### src/rtl/raw_waw_pkg.sv
// Shared definitions for the in-flight destination tracker of the
// multi-cycle execute units. Unit 0 is the integer divider, every other
// unit is floating point.
//
// Contents:
//   NUM_EXE_UNITS  default number of tracked execute units
//   RD_ADDR_W      register address width
//   UNIT_INT_DIV   index of the integer divide unit
//   unit_entry_t   per-unit record {occ, live, killed, fp, rd}
package raw_waw_pkg;

    localparam int NUM_EXE_UNITS = 9;
    localparam int RD_ADDR_W     = 5;
    localparam int UNIT_INT_DIV  = 0;

    // occ    : unit holds an issued instruction that has not reached MEM
    // live   : that instruction really writes a register (FP write, or
    //          integer write to a non-x0 destination)
    // killed : a younger writer to the same rd made this result dead
    // fp     : destination lives in the FP register file
    // rd     : destination register index
    typedef struct packed {
        logic                 occ;
        logic                 live;
        logic                 killed;
        logic                 fp;
        logic [RD_ADDR_W-1:0] rd;
    } unit_entry_t;

endpackage

### src/rtl/unit_rd_entry.sv
// One tracker entry: a FREE/OCC state machine for a single execute unit.
//
// Ports:
//   clk, reset          clock, asynchronous active-high reset
//   issue_i             instruction dispatched to this unit this cycle
//   issue_rd_i          destination of the dispatched instruction
//   issue_reg_write_i   dispatched instruction writes the integer RF
//   issue_fp_write_i    dispatched instruction writes the FP RF
//   done_i              this unit's result reaches MEM this cycle
//   clear_i             WAW kill request for this unit
//   entry_o             registered entry record (occ doubles as FSM state)
//   ready_o             unit can accept an issue this cycle
//   wb_kill_o           suppress the RF write of the result leaving now
//
// Handshake: an issue is taken only when issue_i and ready_o are both high
// in the same cycle; ready_o is high when the entry is free or is freeing
// this cycle. An issue while ready_o is low leaves the entry untouched.
module unit_rd_entry
    import raw_waw_pkg::*;
(
    input  logic                 clk,
    input  logic                 reset,
    input  logic                 issue_i,
    input  logic [RD_ADDR_W-1:0] issue_rd_i,
    input  logic                 issue_reg_write_i,
    input  logic                 issue_fp_write_i,
    input  logic                 done_i,
    input  logic                 clear_i,
    output unit_entry_t          entry_o,
    output logic                 ready_o,
    output logic                 wb_kill_o
);

    localparam logic STATE_FREE = 1'b0;
    localparam logic STATE_OCC  = 1'b1;

    logic                 state_q, state_d;
    logic                 live_q, live_d;
    logic                 killed_q, killed_d;
    logic                 fp_q, fp_d;
    logic [RD_ADDR_W-1:0] rd_q, rd_d;

    logic occ;
    logic accept;

    assign occ     = (state_q == STATE_OCC);
    assign ready_o = ~occ | done_i;
    assign accept  = issue_i & ready_o;

    always_comb begin
        state_d  = state_q;
        live_d   = live_q;
        killed_d = killed_q;
        fp_d     = fp_q;
        rd_d     = rd_q;
        if (accept) begin
            // A same-cycle done on an occupied entry is overridden here:
            // the new instruction reloads the entry (back-to-back issue).
            state_d  = STATE_OCC;
            rd_d     = issue_rd_i;
            fp_d     = issue_fp_write_i;
            killed_d = 1'b0;
            // Integer writes to x0 are architecturally discarded, so they
            // never hold a live destination.
            live_d   = issue_fp_write_i | (issue_reg_write_i & (|issue_rd_i));
        end else begin
            case (state_q)
                STATE_OCC: begin
                    if (done_i) begin
                        state_d  = STATE_FREE;
                        live_d   = 1'b0;
                        killed_d = 1'b0;
                    end else if (clear_i) begin
                        killed_d = 1'b1;
                    end
                end
                default: begin
                    state_d = STATE_FREE;
                end
            endcase
        end
    end

    always_ff @(posedge clk or posedge reset) begin
        if (reset) begin
            state_q  <= STATE_FREE;
            live_q   <= 1'b0;
            killed_q <= 1'b0;
            fp_q     <= 1'b0;
            rd_q     <= '0;
        end else begin
            state_q  <= state_d;
            live_q   <= live_d;
            killed_q <= killed_d;
            fp_q     <= fp_d;
            rd_q     <= rd_d;
        end
    end

    // A kill arriving in the same cycle as the result still suppresses it.
    assign wb_kill_o = done_i & occ & (killed_q | clear_i);

    assign entry_o = '{occ: occ, live: live_q, killed: killed_q, fp: fp_q, rd: rd_q};

endmodule

### src/rtl/unit_rd_tracker.sv
// Per-unit in-flight destination tracker for the multi-cycle execute
// units. Records rd/type at issue, frees the entry when the result reaches
// MEM, publishes rd_used/busy for the WAW clear logic, accepts clear_rd
// back as kill marks and produces the RAW stall and writeback kill.
//
// Ports:
//   clk, reset        clock, asynchronous active-high reset
//   issue_valid       instruction dispatched this cycle
//   issue_unit        one-hot target unit
//   issue_rd          destination of the issuing instruction
//   issue_reg_write   issuing instruction writes the integer RF
//   issue_fp_write    issuing instruction writes the FP RF
//   unit_done         result of unit i reaches MEM this cycle
//   clear_rd          WAW kill request per unit
//   chk_rs1/2/3       sources of the instruction in decode
//   chk_rs_fp         [k]=1: source k+1 reads the FP RF
//   chk_r4            decode instruction is R4 (rs3 live)
//   issue_ready       unit i can accept an issue this cycle
//   rd_used           stored destination per unit
//   all_uu_rd_busy    entry holds a live, unkilled destination
//   raw_stall         a live decode source matches a busy entry of same RF
//   wb_kill           suppress RF write of unit i (qualified by unit_done)
//
// Handshake: unit i accepts an issue when issue_valid, issue_unit[i] and
// issue_ready[i] are high together; issuing to a non-ready unit is a
// protocol error that leaves the entry unchanged.
module unit_rd_tracker
    import raw_waw_pkg::*;
#(
    parameter int NUM_UNITS     = NUM_EXE_UNITS,
    // Entry records carry RD_ADDR_W bits; keep this equal to it.
    parameter int RD_ADDR_WIDTH = RD_ADDR_W
) (
    input  logic                     clk,
    input  logic                     reset,
    input  logic                     issue_valid,
    input  logic [NUM_UNITS-1:0]     issue_unit,
    input  logic [RD_ADDR_WIDTH-1:0] issue_rd,
    input  logic                     issue_reg_write,
    input  logic                     issue_fp_write,
    input  logic [NUM_UNITS-1:0]     unit_done,
    input  logic [NUM_UNITS-1:0]     clear_rd,
    input  logic [RD_ADDR_WIDTH-1:0] chk_rs1,
    input  logic [RD_ADDR_WIDTH-1:0] chk_rs2,
    input  logic [RD_ADDR_WIDTH-1:0] chk_rs3,
    input  logic [2:0]               chk_rs_fp,
    input  logic                     chk_r4,
    output logic [NUM_UNITS-1:0]     issue_ready,
    output logic [RD_ADDR_WIDTH-1:0] rd_used [0:NUM_UNITS-1],
    output logic [NUM_UNITS-1:0]     all_uu_rd_busy,
    output logic                     raw_stall,
    output logic [NUM_UNITS-1:0]     wb_kill
);

    unit_entry_t entry [0:NUM_UNITS-1];

    for (genvar i = 0; i < NUM_UNITS; i++) begin : g_entry
        unit_rd_entry u_entry (
            .clk               (clk),
            .reset             (reset),
            .issue_i           (issue_valid & issue_unit[i]),
            .issue_rd_i        (issue_rd),
            .issue_reg_write_i (issue_reg_write),
            .issue_fp_write_i  (issue_fp_write),
            .done_i            (unit_done[i]),
            .clear_i           (clear_rd[i]),
            .entry_o           (entry[i]),
            .ready_o           (issue_ready[i]),
            .wb_kill_o         (wb_kill[i])
        );

        assign rd_used[i]        = entry[i].rd;
        assign all_uu_rd_busy[i] = entry[i].occ & entry[i].live & ~entry[i].killed;
    end

    // An entry freeing this cycle still stalls: there is no MEM->decode
    // bypass, so the consumer must wait one more cycle for the RF write.
    always_comb begin
        raw_stall = 1'b0;
        for (int i = 0; i < NUM_UNITS; i++) begin
            if (all_uu_rd_busy[i]) begin
                if ((entry[i].fp == chk_rs_fp[0]) && (entry[i].rd == chk_rs1)) raw_stall = 1'b1;
                if ((entry[i].fp == chk_rs_fp[1]) && (entry[i].rd == chk_rs2)) raw_stall = 1'b1;
                if (chk_r4 && (entry[i].fp == chk_rs_fp[2]) && (entry[i].rd == chk_rs3)) raw_stall = 1'b1;
            end
        end
    end

    a_issue_to_ready: assert property (@(posedge clk) disable iff (reset)
        issue_valid |-> ((issue_unit & ~issue_ready) == '0));

    a_issue_onehot: assert property (@(posedge clk) disable iff (reset)
        issue_valid |-> $onehot(issue_unit));

    a_div_is_integer: assert property (@(posedge clk) disable iff (reset)
        (issue_valid & issue_unit[UNIT_INT_DIV]) |-> !issue_fp_write);

endmodule

### config.mk
export PLATFORM = sky130hd
export DESIGN_NAME = unit_rd_tracker
export DESIGN_NICKNAME = d
export VERILOG_FILES = /design/src/rtl/raw_waw_pkg.sv /design/src/rtl/unit_rd_entry.sv /design/src/rtl/unit_rd_tracker.sv
export SDC_FILE = /design/constraint.sdc
export NUM_CORES = 1
export LEC_CHECK = 0
export BUFFER_PORTS_ARGS = -buffer_cell sky130_fd_sc_hd__buf_4
export CAP_MARGIN = 25
export CELL_PAD_IN_SITES_DETAIL_PLACEMENT = 1
export CELL_PAD_IN_SITES_GLOBAL_PLACEMENT = 2
export CORE_MARGIN = 8
export CORE_UTILIZATION = 37
export DETAILED_ROUTE_END_ITERATION = 10
export PLACE_DENSITY_LB_ADDON = 0.1
export SLEW_MARGIN = 20
export SYNTH_ARGS = -nofsm -noshare
export SYNTH_HDL_FRONTEND = slang
export SYNTH_SLANG_ARGS = --single-unit
### constraint.sdc
create_clock -name clk -period 4.3 [get_ports clk]
set_clock_uncertainty 0.2 [all_clocks]
set_input_delay 0.215 -clock clk [delete_from_list [all_inputs] [get_ports clk]]
set_output_delay 0.215 -clock clk [all_outputs]
set_load 0.02 [all_outputs]
==> results by group, run 1 <==
Die
  • Die area: ~0.019 mm^2
  • # IOs: 129
  • Core region area: 0.0145 mm^2
  • Starting density of the core: 0.378
  • Row cnt: 44
  • Die height: around 140 um
  • Die width: 138 um

Power and ir drop
  • Leak: ~3 nW
  • Pwr dens: about 420 mW/mm^2
  • Peak VDD IR: 0.212 mV

Routing
  • Vias: 4447
  • Via density: about 5.4
  • DRC: 0
  • Drt pass-1 iters: 4
  • Remaining antenna violation count: 0
  • Wirelength per Cell: 22.8 um
  • Detailed Route WL: ~19 mm
  • DRT iter0 DRCs: 197

GRT
  • First-pass GRT wire length: slightly below 30 mm
  • Vias in the first global route: a little under 5000
  • Gr ovfl total: 0
  • Largest net degree at the start of global routing: 52
  • Total global routing track utilization: 0.203
  • Initial antenna violation count: 0

STA
  • Hold Vio Cnt, Final: 0
  • Fmax: around 350 MHz
  • Slew margin rel.: 0.489
  • Final worst slack: approximately 1.5 ns
  • Crit path time final: 2.83 ns
  • Final setup TNS: 0 ns
  • Worst slew pin tran: about 0.77 ns
  • Crit share post-route: 0.657
  • Final Setup Violations: 0
  • RSZ-0062 raised after global routing: false
  • Slew Viols, Final: 0

Worst setup path
  • Crit-path max FO: 5
  • Worst setup SP type: flop
  • Reg2reg end: g_entry[7].u_entry.killed_q
  • Worst setup endpoint: raw_stall
  • Instance count on the critical path: 7
  • Most frequent CP cell: nand4_1
  • Slack of the worst reg-to-reg path: approximately 2.2 ns
  • Crit-path cells: xnor2_1, nand4_1, nor3_1, o31ai_1, nand4_1, or4_1, buf_4
  • Crit-path max cell delay: between 0.5 and 0.6 ns
  • Crit path DAT: around 2.4 ns
  • Worst setup path start: g_entry[6].u_entry.rd_q[3]
  • WP buf/inv: 1
  • R2R depth: 5
  • Worst Setup Path Type: flop to output pin
  • R2R Path Start: g_entry[7].u_entry.occ
  • Slowest CP cell: or4_1
  • CP Capture Type: output pin
  • Largest delay share family, worst path: simple AND/OR/NAND/NOR gates
  • WP data required: about 3.9 ns

Synth
  • Sequential-to-total area share from yosys stat: 0.369
  • Synthesized area per cell: about 10 um^2
  • Net Count, Synth: between 500 and 600
  • Leading area contributor after synthesis: dfrtp_1
  • Ys async rst share: 1.00
  • Post-synth EDFFs: 0
  • Mapped Cells: 525
  • Ys Warns: 0
  • Main synth FF type: dfrtp_1
  • Post-synth cell types: 28
  • Top cells by area, synth: dfrtp_1 37%, xnor2_1 15%, mux2_2 11%
  • FF+latch count, synth: 81
  • Post-Syn Area: about 0.0055 mm^2
  • Synth top area share: 0.369

CTS
  • Clock root cell: clkbuf_16
  • CTS H-tree depth: 3
  • Max clock buf depth: 2
  • TritonCTS buffer count: 9
  • Clk Latency, worst-skew pair: 0.34 ns
  • PostCTS Resize Cnt: 0
  • CTS Sinks: a little over 80
  • CTS tree: done
  • CTS clk-pin slew, worst paths: 0.06 ns

Placement
  • Port Buf Inserts: 128
  • Post-DP HPWL: 13.5 mm
  • Placed cell count: 794
  • Pre-CTS WS: between 1.5 and 2 ns
  • GP Congestion: 0.816

Min path
  • HP Class: input pin to flop

Final layout
  • Share of cells above drive strength 1: 0.310
  • N_diodes: 0
  • Nets: about 700
  • Synth-to-layout area growth: 25.0%
  • Cell Count, Final, Fillers Out: 830

Flow run
  • Max Cap Viol: 0

Outcome
  • Status: finished clean
-- cells in the final DEF, fill, tap and decap left out, drive strengths merged, types with 13 or more instances in the layout --
cell	netlist	layout
a21oi	20	20
buf	41	131
dfrtp	81	81
dlygate4sd3	0	20
mux2	54	54
nand2	21	21
nand4	27	27
nor4	17	17
o31ai	13	13
xnor2	97	97
xor2	65	65
-- tightest hold or removal path, cell delays in order --
cell      delay, ns
buf_4          0.11
a21oi_1        0.13
a211oi_1       0.06
-- routing by layer --
| metal | wire length (um) | up-vias | global-route usage | share of wire |
|---|---|---|---|---|
| li1 | - | 2042 | - | - |
| met2 | 8980 | 123 | 0.326 | 0.47 |
| met3 | 979 | 23 | 0.0359 | 0.052 |
| met4 | 359 | 0 | 0.0704 | 0.019 |
| met1 | 8600 | 2259 | 0.270 | 0.45 |
| met5 | 0 | - | 0 | 0 |
-- cell usage after synthesis (10+ instances only) --
library cell,count
a21oi_1,20
buf_4,21
buf_6,15
dfrtp_1,81
inv_1,13
mux2_2,54
nand2_1,21
nand4_1,27
nor2_1,10
nor3_1,12
nor4_1,17
o21ai_0,10
o31ai_1,12
xnor2_1,97
xor2_1,65
-- worst min-delay path by stage --
stage,from,endpoint,slack [ns],cells past startpoint
after global placement,unit_done[4],g_entry[4].u_entry.killed_q,0.21,2
final,clear_rd[6],g_entry[6].u_entry.killed_q,0.008,3
after floorplan,unit_done[2],g_entry[2].u_entry.killed_q,0.11,1
after detailed placement,unit_done[7],g_entry[7].u_entry.killed_q,0.22,2
after global routing,clear_rd[6],g_entry[6].u_entry.killed_q,0.02,3
after CTS,clear_rd[2],g_entry[2].u_entry.killed_q,0.003,3
-- flip-flops by register name, summed over array words and instances, names as in the netlist --
signal and cells:
g_entry.u_entry.killed_q 9, g_entry.u_entry.fp_q 9, g_entry.u_entry.live_q 9, g_entry.u_entry.rd_q 45, g_entry.u_entry.occ 9
-- layout make-up --
cell class | instances | area (um^2)
Tap cell | 184 | 230
Multi-Input combinational cell | 386 | 3060
Inverter | 13 | 50.0
Clock buffer | 12 | 246
Timing Repair Buffer | 151 | 1200
Clock inverter | 3 | 65.1
Fill cell | 1616 | 7660
Sequential cell | 81 | 2030
-- per-stage QoR --
stage	total power [mW]	area, um^2	utilization	hold WS, ns
after floorplan	1.69	5500	-	0.110
after global placement	2.00	6340	0.436	0.210
after detailed placement	2.03	6340	0.436	0.217
after CTS	2.88	6860	0.472	0.00260
after global routing	3.01	6880	0.473	0.0231
final	2.86	6880	0.473	0.00844
-- power breakdown --
part	switching, mW	leakage (nW)	internal [mW]
sequential	0.214	0.974	0.886
clock	0.314	0.153	0.521
combinational	0.458	1.92	0.469
-- logic make-up (layout without fill, tap and decap cells) --
kind of cell,Yosys count,count (layout),share of synthesized area
AO/OA/AOI/OAI,64,64,0.0805
AND/OR/NAND/NOR,106,106,0.107
flip-flops,81,81,0.369
buffers and inverters,58,179,0.0749
XOR/XNOR,162,162,0.258
multiplexers,54,54,0.111
-- timing repair --
item,CTS,global route
hold buffers,20,0
endpoints found under the setup margin,0,0
buffers inserted,0,0
endpoints found under the hold margin,71,0
(Power assumes the default switching activity.)
==> inputs of run 2 (changes only) <==
CORE_UTILIZATION = 31   (was 37)
clock period = 2.5 ns   (was 4.3 ns; I/O delays follow)
==> results by group, run 2 (synthesized netlist as in run 1, its figures left out) <==
Power and ir drop
  • Sw Share: 0.354 (+0.00940)
  • Net load switching power: 1.72 mW (+74%)
  • Register share of total power: 0.391 (+0.007)
  • Total Power: 4.85 mW (+70%)
  • Clock share of power: 0.261 (-0.031)
  • Internal power: 3.14 mW (+67%)
  • Peak VDD IR: 0.317 mV (+50%)
  • Leak: 3.16 nW (+3.7%)
  • Pwr dens: 676 mW/mm^2 (+62%)
  • Logic pwr share: 0.348 (+0.024)

CTS
  • CTS H-tree depth: 3 (unchanged)
  • Clk Latency, worst-skew pair: 0.35 ns (about the same)
  • CTS Sinks: 81 (unchanged)
  • Max clock buf depth: 2 (unchanged)
  • TritonCTS buffer count: 9 (unchanged)
  • CTS tree: done
  • CTS clk-pin slew, worst paths: 0.06 ns (about the same)
  • Clock root cell: clkbuf_16

Die
  • Row cnt: 48 (+9.1%)
  • Die height: 149 um (+8.2%)
  • Core region area: 0.0173 mm^2 (+19%)
  • # IOs: 129 (unchanged)
  • Die width: 149 um (+8.2%)
  • Starting density of the core: 0.318 (-0.0604)
  • Die area: 0.0223 mm^2 (+17%)

Worst setup path
  • WP data required: 2.17 ns (-1.71 ns)
  • Worst Setup Path Type: flop to output pin
  • Crit path DAT: 2.21 ns (-0.20 ns)
  • Worst setup SP type: flop
  • Crit-path max FO: 5 (unchanged)
  • CP Capture Type: output pin

Routing
  • DRC: 0 (unchanged)
  • M1 WL: 8.94 mm (+3.9%)
  • DRT iter0 DRCs: 148 (-25%)
  • Remaining antenna violation count: 0 (unchanged)
  • Detailed Route WL: 19.8 mm (+4.5%)
  • Vias: 4428 (-0.43%)
  • Drt pass-1 iters: 4 (unchanged)
  • Wirelength per Cell: 21.9 um (-3.7%)
  • Via density: 4.91 (-8.3%)
  • Met2 routed wirelength: 9.43 mm (+5.0%)
  • WL met3: 1.11 mm (+13%)
  • Top Metal Used: met4

Final layout
  • Synth-to-layout area growth: 30.6%
  • Max reg flops: 45 (unchanged)
  • N_diodes: 0 (unchanged)
  • Nets: 727 (+4.2%)
  • Commonest cells after routing, fill and taps aside: 145 x buf_4, 96 x xnor2_1, 65 x xor2_1
  • Share of cells above drive strength 1: 0.351 (+0.0410)
  • FILL cells: 1940 (+20%)
  • Most common cell after layout, fill and taps aside: buf_4
  • Cell Count, Final, Fillers Out: 901 (+8.6%)
  • Largest Register: g_entry.u_entry.rd_q

GRT
  • Largest net degree at the start of global routing: 27 (-48%)
  • Total global routing track utilization: 0.182 (-0.0214)
  • Gr ovfl total: 0 (unchanged)
  • Initial antenna violation count: 1 (+1)
  • Vias in the first global route: 4950 (+0.73%)
  • First-pass GRT wire length: 30.3 mm (+4.8%)

STA
  • Final setup TNS: -0.0393 ns (-0.0393 ns)
  • Final worst slack: -0.0393 ns (-1.51 ns)
  • Slew Viols, Final: 0 (unchanged)
  • Fmax: just under 400 MHz
  • Hold Slack: 0.00981 ns (+0.00137 ns)
  • Worst slew pin tran: 0.669 ns (-0.0976 ns)
  • Crit share post-route: 1.02
  • Hold Vio Cnt, Final: 0 (unchanged)
  • Slew margin rel.: 0.552 (+0.0634)
  • Crit path time final: 2.54 ns
  • RSZ-0062 raised after global routing: true
  • Final Setup Violations: 1 (+1)

Placement
  • GP Congestion: 0.792 (-2.9%)
  • Post-DP HPWL: 14.1 mm (+4.1%)
  • Placed cell count: 841 (+5.9%)
  • Port Buf Inserts: 128 (unchanged)

Outcome
  • Failing checks: negative setup slack
  • Status: finished with violations

Flow run
  • Max Cap Viol: 0 (unchanged)

Min path
  • HP Class: input pin to flop
[run 2: changes by cell type in the layout (fill, tap and decap cells not counted), sizes merged]
cell / delta
clkinv: +2
dlygate4sd3: +13
buf: +16
clkbuf: +1
bufinv: -2
[run 2: per-layer routing]
layer | vias to the layer above | GRT usage
li1 | 2094 | -
met4 | 0 | 0.0575
met5 | - | 0
met1 | 2211 | 0.235
met3 | 16 | 0.0370
met2 | 107 | 0.298
[run 2: final timing paths]
path,cells past startpoint,to,start,slack (ns)
max,7,raw_stall,g_entry[3].u_entry.rd_q[2],-0.04
min,2,g_entry[6].u_entry.rd_q[1],issue_rd[1],0.01
max reg2reg,5,g_entry[0].u_entry.killed_q,g_entry[0].u_entry.occ,0.31
min reg2reg,2,g_entry[7].u_entry.live_q,g_entry[7].u_entry.live_q,0.31
max in group asynchronous,4,g_entry[4].u_entry.rd_q[3],reset,1.36
min in group asynchronous,3,g_entry[5].u_entry.occ,reset,0.11
[run 2: cell type report]
cell class                 instances  area (um^2)  share of cell area
inverter                          13         50.0             0.00697
clock inverter                     3         15.0             0.00209
multi-input combinational        386         3080               0.428
timing repair buffer             180         1450               0.202
tap                              225          282              0.0392
sequential                        81         2050               0.285
clock buffer                      13          260              0.0362
[run 2: what timing repair did]
item,CTS,global route
gates resized for setup,13,8
hold buffers,33,0
pin swaps,5,5
hold endpoints to repair,151,0
setup buffers,3,8
endpoints found under the setup margin,1,1
[run 2: power by group through the flow]
stage,Clock (mW),Sequential [mW],Combinational [mW]
global placement,0,1.90,1.56
CTS,1.31,1.90,1.68
detailed placement,0,1.92,1.59
finish,1.27,1.90,1.69
floorplan,0,1.98,0.917
global route,1.36,1.94,1.84
[run 2: worst max-delay path, cell delays in order, from the launching register on]
cell and delay [ns]:
dfrtp_1 0.45, xnor2_1 0.17, nand4_1 0.11, nor3_1 0.07, o31ai_4 0.27, nand4_1 0.17, or4_4 0.46, buf_6 0.15
[run 2: metrics by stage]
stage / setup slack, ns / area (um^2) / utilization
2_1_floorplan: 0.0949 / 5500 / -
6_report: -0.0393 / 7180 / 0.415
3_5_place_dp: -0.0559 / 6450 / 0.373
3_3_place_gp: -0.102 / 6450 / 0.373
5_1_grt: -0.141 / 7180 / 0.415
4_1_cts: -0.109 / 7110 / 0.411
